File: src/rtl/divisor_secuencial_if.sv
// ============================================================================
//  Module   : divisor_secuencial_if
//  Purpose  : Start/done handshake and operand/result bundle for the divider.
//  Revision : 1.0 - initial release
// ============================================================================
`default_nettype none

interface divisor_secuencial_if #(
  parameter int N = 3
);
  logic           init;
  logic [2*N-1:0] DD;
  logic [N-1:0]   DR;
  logic [2*N-1:0] quo;
  logic [N-1:0]   rem;
  logic           done;
  logic           err;

  modport master (
    output init, DD, DR,
    input  quo, rem, done, err
  );

  modport slave (
    input  init, DD, DR,
    output quo, rem, done, err
  );
endinterface

`default_nettype wire

File: src/rtl/divisor_secuencial.sv
// ============================================================================
//  Module   : divisor_secuencial
//  Purpose  : Restoring divider, 2N-bit dividend by N-bit divisor, one bit/clk.
//  Revision : 1.0 - initial release
// ============================================================================
`default_nettype none

module divisor_secuencial #(
  parameter int N = 3
) (
  input  wire                  clk,
  input  wire                  rst,
  divisor_secuencial_if.slave  bus
);

  localparam int CW = $clog2(2*N + 1);
  localparam logic [CW-1:0] C_LAST = CW'(2*N - 1);

  typedef enum logic [1:0] {
    IDLE = 2'd0,
    CALC = 2'd1,
    FIN  = 2'd2
  } state_t;

  state_t         state_q, state_d;
  logic [CW-1:0]  cnt_q,   cnt_d;
  logic [N:0]     pr_q,    pr_d;
  logic [2*N-1:0] sh_q,    sh_d;
  logic [N-1:0]   dr_q,    dr_d;
  logic [2*N-1:0] quo_q,   quo_d;
  logic [N-1:0]   rem_q,   rem_d;
  logic           done_q,  done_d;
  logic           err_q,   err_d;

  logic [N:0]     win;
  logic [N+1:0]   diff;
  logic           qbit;

  always_ff @(posedge clk or negedge rst) begin
    if (!rst) begin
      state_q <= IDLE;
      cnt_q   <= '0;
      pr_q    <= '0;
      sh_q    <= '0;
      dr_q    <= '0;
      quo_q   <= '0;
      rem_q   <= '0;
      done_q  <= 1'b0;
      err_q   <= 1'b0;
    end else begin
      state_q <= state_d;
      cnt_q   <= cnt_d;
      pr_q    <= pr_d;
      sh_q    <= sh_d;
      dr_q    <= dr_d;
      quo_q   <= quo_d;
      rem_q   <= rem_d;
      done_q  <= done_d;
      err_q   <= err_d;
    end
  end

  always_comb begin
    state_d = state_q;
    cnt_d   = cnt_q;
    pr_d    = pr_q;
    sh_d    = sh_q;
    dr_d    = dr_q;
    quo_d   = quo_q;
    rem_d   = rem_q;
    done_d  = done_q;
    err_d   = err_q;

    // Partial remainder stays below the divisor, so the shifted window fits N+1 bits.
    win  = {pr_q[N-1:0], sh_q[2*N-1]};
    diff = {1'b0, win} - {2'b00, dr_q};
    qbit = ~diff[N+1];

    case (state_q)
      IDLE: begin
        done_d = 1'b0;
        err_d  = 1'b0;
        if (bus.init) begin
          sh_d  = bus.DD;
          dr_d  = bus.DR;
          pr_d  = '0;
          cnt_d = '0;
          if (bus.DR == '0) begin
            err_d   = 1'b1;
            quo_d   = '1;
            rem_d   = '0;
            state_d = FIN;
          end else begin
            state_d = CALC;
          end
        end
      end

      CALC: begin
        pr_d  = qbit ? diff[N:0] : win;
        sh_d  = {sh_q[2*N-2:0], qbit};
        cnt_d = cnt_q + 1'b1;
        if (cnt_q == C_LAST) begin
          quo_d   = {sh_q[2*N-2:0], qbit};
          rem_d   = pr_d[N-1:0];
          done_d  = 1'b1;
          state_d = FIN;
        end
      end

      FIN: begin
        // Divide-by-zero arrives here with done low; it rises on the next held edge.
        if (bus.init) begin
          done_d = 1'b1;
        end else begin
          done_d  = 1'b0;
          err_d   = 1'b0;
          state_d = IDLE;
        end
      end

      default: begin
        state_d = IDLE;
        done_d  = 1'b0;
        err_d   = 1'b0;
      end
    endcase
  end

  assign bus.quo  = quo_q;
  assign bus.rem  = rem_q;
  assign bus.done = done_q;
  assign bus.err  = err_q;

endmodule

`default_nettype wire
File: src/flat_wrapper.sv
// flat-port wrapper written by rule: the top's interface ports become plain ports
module divisor_secuencial_flat 
#(
  parameter int N = 3
)
  (clk, rst, bus_init, bus_DD, bus_DR, bus_quo, bus_rem, bus_done, bus_err);
  divisor_secuencial_if #(.N(N)) bus_i ();
  input  wire clk;
  input  wire rst;
  input wire logic [$bits(bus_i.init)-1:0] bus_init;
  input wire logic [$bits(bus_i.DD)-1:0] bus_DD;
  input wire logic [$bits(bus_i.DR)-1:0] bus_DR;
  output wire logic [$bits(bus_i.quo)-1:0] bus_quo;
  output wire logic [$bits(bus_i.rem)-1:0] bus_rem;
  output wire logic [$bits(bus_i.done)-1:0] bus_done;
  output wire logic [$bits(bus_i.err)-1:0] bus_err;
  assign bus_i.init = bus_init;
  assign bus_i.DD = bus_DD;
  assign bus_i.DR = bus_DR;
  assign bus_quo = bus_i.quo;
  assign bus_rem = bus_i.rem;
  assign bus_done = bus_i.done;
  assign bus_err = bus_i.err;
  divisor_secuencial #(.N(N)) u_core (.clk(clk), .rst(rst), .bus(bus_i));
endmodule
File: config.mk
export PLATFORM = sky130hd
export DESIGN_NAME = divisor_secuencial_flat
export DESIGN_NICKNAME = d
export VERILOG_FILES = /design/src/rtl/divisor_secuencial_if.sv /design/src/rtl/divisor_secuencial.sv /design/src/flat_wrapper.sv
export SDC_FILE = /design/constraint.sdc
export NUM_CORES = 1
export LEC_CHECK = 0
export ABC_AREA = 1
export BUFFER_PORTS_ARGS = -buffer_cell sky130_fd_sc_hd__buf_2
export CORE_ASPECT_RATIO = 2
export CORE_MARGIN = 4
export CORE_UTILIZATION = 55
export DETAILED_ROUTE_END_ITERATION = 8
export PLACE_DENSITY = 0.86
export SLEW_MARGIN = 5
export SYNTH_ARGS = -nofsm -noshare
export SYNTH_HDL_FRONTEND = slang
export SYNTH_SLANG_ARGS = --single-unit
File: constraint.sdc
create_clock -name clk -period 2 [get_ports clk]
set_input_delay 0.4 -clock clk [delete_from_list [all_inputs] [get_ports clk]]
set_output_delay 0.4 -clock clk [all_outputs]
set_load 0.01 [all_outputs]
==> impl_metrics.toml <==
[drt]
postRouteAntennaNets = 0
drt-pass1-iter-count = 4
post_route_drc_violation_count = 0
vias_per_cell = 5.47
drtIter0Drc = 35
wl_per_cell_um = 14.6
detail_route.wirelength_mm = 3.20
via_count = 1197

[synthesis]
synth_compound_gate_area_share = 0.0954
synth.lib_cells_used.distinct = 24
ys_seq_area_frac = 0.486
yosys_warnings = 0
post_synth_fa_ha_maj_area_fraction = 0.0746
synth-main-ff-cell = "sky130_fd_sc_hd__dfrtp_1"
synth_fp_nets = 189
synthesis.area_per_instance_um2 = 8.54
largest_family_of_logic_cells_by_synthesized_area = "simple AND/OR/NAND/NOR gates"
synthSimpleGateAreaFrac = 0.258
post_synth_xor_xnor_area = 0
synth.mux.area_fraction = 0.00781
post_synth_inst_count = 169
synth.cell_area_mm2 = 0.00144
synth_edf_count = 0
synth_async_sr_flop_share = 1.00
register_bit_count_reported_by_yosys = 28

[timing]
worst-slew-pin-transition_ps = 617
timing.final.crit_share = 0.833
fin_worst_hold_slack_ps = 119
final-setup-viol-count = 0
setup_slack_ps = 334
final_period_minus_worst_setup_slack_ps = 1670
fin_setup_tns_ps = 0
maxClockFrequency_mhz = 600
relSlewSlack = 0.588
grt_setup_unrepaired = "false"
finalClockSkew_ps = 2.93
drv_slew = 0
hold_viol_final = 0

[layout]
layout_commonest_cell = "sky130_fd_sc_hd__nand2_1"
multi_input_area_um2 = 628
register_area_um2 = 701
fill_cells = 205
insertedDiodeCount = 0
syn2layout_area_growth_pct = 11.3
layout.nets = 213
layout.cells.most_common_list = "sky130_fd_sc_hd__nand2_1 (60), sky130_fd_sc_hd__dfrtp_1 (28), sky130_fd_sc_hd__buf_2 (22), sky130_fd_sc_hd__inv_1 (21), sky130_fd_sc_hd__o21ai_0 (12)"
final_layout_size_suffix_gt1_frac = 0.183

[global_routing]
global_route.overflow_total = 0
gr-usage-met1 = 0.217
globalRouteMet3Util = 0.0381
grt_first_pass_wirelength_mm = 5.25
maximum_number_of_pins_on_one_net_before_global_route_repair = 29
gr-usage-all-layers = 0.199
grt_pass1_vias = 1167
antenna_found_initial = 0
groute.layer.met2.usage = 0.354
gr-max-usage-layer = "met2"

[clocking]
clock_sinks = 28
tritoncts_clock_tree = "built"
cts_resized = 0
postCtsSetupRepairBufs = 0
clock_tree.root_cell = "sky130_fd_sc_hd__clkbuf_8"
clock_insertion_delay_at_the_later_pin_of_the_skew_report_ps = 280
cts_buffers = 3
ctsLongestPathBuffers = 2
clock_slew_at_the_register_clock_pins_of_the_worst_setup_and_hold_paths_ps = 90
cts_hold_buf = 0
cts-htree-levels = 1

[worst_setup_path]
worst-path-max-fanout = 6
cell_chain_critical_path = "ha_1 > fa_1 > inv_1 > nand2_1 > a21oi_1 > nor2_1 > nand2_1 > nand2_1"
critical-path-max-stage-delay_ps = 400
critical_path.top_delay_family = "adder cells"
count_of_buffering_cells_on_the_critical_path_with_inverters_included = 1
worst_path_max_delay_cell = "sky130_fd_sc_hd__dfrtp_1"
critical_path_class = "flop to flop"
cp_data_arrival_time_ps = 1850
crit_required_ps = 2180
worst_setup_path_start_kind = "flop"
critical-path-top-cell-by-count = "sky130_fd_sc_hd__nand2_1"
setup.worst_path.end_class = "flop"

[floorplanning]
floorplan.initialDensity = 0.569
coreArea_mm2 = 0.00254
pin_count = 23
dieArea_mm2 = 0.00356
floorplan.rows = 26
die-height_um = 80.4
die-width_um = 44.2

[placement]
placement.io_buffers = 22
gp_weighted_congestion = 0.819
detailedPlace.worstSlack_ps = 389
dp_hpwl_mm = 2.33

[hold_path]
hold_path_class = "primary input to async pin"

[status]
status = "finished, final reports clean"

[job]
max_cap_violations = 0

[pwr]
power_leakage_nw = 0.893
worst_ir_drop_vdd_mv = 1.09
power_density_mw_per_mm2 = 1630
power breakdown:
group | total [mW] | switching, mW | internal, mW | leakage, nW
clock | 0.313 | 0.177 | 0.136 | 0.0216
sequential | 0.934 | 0.125 | 0.809 | 0.354
combinational | 1.36 | 0.906 | 0.458 | 0.517
per-layer routing:
metal	vias to the layer above	share of wire	wire (um)
met1	578	0.37	1190
li1	577	-	-
met3	7	0.047	149
met4	0	0.023	72
met2	35	0.56	1780
met5	-	0	0
worst reg2reg max path: stages (launching register included):
cell and delay (ps):
sky130_fd_sc_hd__dfrtp_1 400, sky130_fd_sc_hd__ha_1 210, sky130_fd_sc_hd__fa_1 350, sky130_fd_sc_hd__inv_1 100, sky130_fd_sc_hd__nand2_1 130, sky130_fd_sc_hd__a21oi_1 180, sky130_fd_sc_hd__nor2_1 90, sky130_fd_sc_hd__nand2_1 60
sky130_fd_sc_hd__nand2_1 50
cell usage after synthesis, types with 2 or more instances:
library cell,n,area share
sky130_fd_sc_hd__nand2_1,60,0.16
sky130_fd_sc_hd__dfrtp_1,28,0.49
sky130_fd_sc_hd__inv_1,21,0.055
sky130_fd_sc_hd__o21ai_0,12,0.042
sky130_fd_sc_hd__ha_1,7,0.061
sky130_fd_sc_hd__nor2_1,7,0.018
sky130_fd_sc_hd__nand3_1,6,0.021
sky130_fd_sc_hd__o211ai_1,5,0.026
sky130_fd_sc_hd__a21oi_1,4,0.014
sky130_fd_sc_hd__buf_4,2,0.010
sky130_fd_sc_hd__nand2_2,2,0.0087
sky130_fd_sc_hd__nand2_4,2,0.016
sky130_fd_sc_hd__o22ai_1,2,0.0087
metrics by stage:
step | instance area, um^2 | utilization | cells | total power [mW]
6_report | 1610 | 0.633 | 219 | 2.61
5_1_grt | 1610 | 0.633 | 219 | 2.84
4_1_cts | 1610 | 0.633 | 219 | 2.60
3_5_place_dp | 1560 | 0.616 | 216 | 2.28
3_3_place_gp | 1560 | 0.616 | 216 | 2.16
2_1_floorplan | 1440 | - | 169 | 1.94
flip-flops by register name, summed over array words and instances, names as in the netlist:
name	count
u_core.bus.rem	3
u_core.state_q	2
u_core.cnt_q	3
u_core.bus.err	1
u_core.sh_q	6
u_core.bus.quo	6
u_core.dr_q	3
u_core.bus.done	1
u_core.pr_q	3
final cells by class:
type / count / area share
clock buffers: 3 / 0.0257
inverters: 22 / 0.0514
multi-input cells: 115 / 0.391
flip-flops and latches: 28 / 0.436
well taps: 28 / 0.0218
repair buffers: 23 / 0.0733
worst paths after layout:
kind | end | cells past startpoint | startpoint | slack, ps
max | u_core.pr_q[1] | 8 | u_core.dr_q[0] | 330
min | u_core.bus.rem[2] | 1 | rst | 120
max reg2reg | u_core.pr_q[1] | 8 | u_core.dr_q[0] | 330
min reg2reg | u_core.bus.quo[5] | 2 | u_core.bus.quo[5] | 480
max in group asynchronous | u_core.pr_q[1] | 1 | rst | 1480
min in group clk | u_core.dr_q[1] | 2 | bus_DR[1] | 370
cells by family after synthesis:
kind of cell	after synthesis
compound gates	24
buf+inv	26
flops	28
simple gates	82
mux	1
fa+ha+maj	8
No activity file was read; power rests on OpenSTA's default activity.
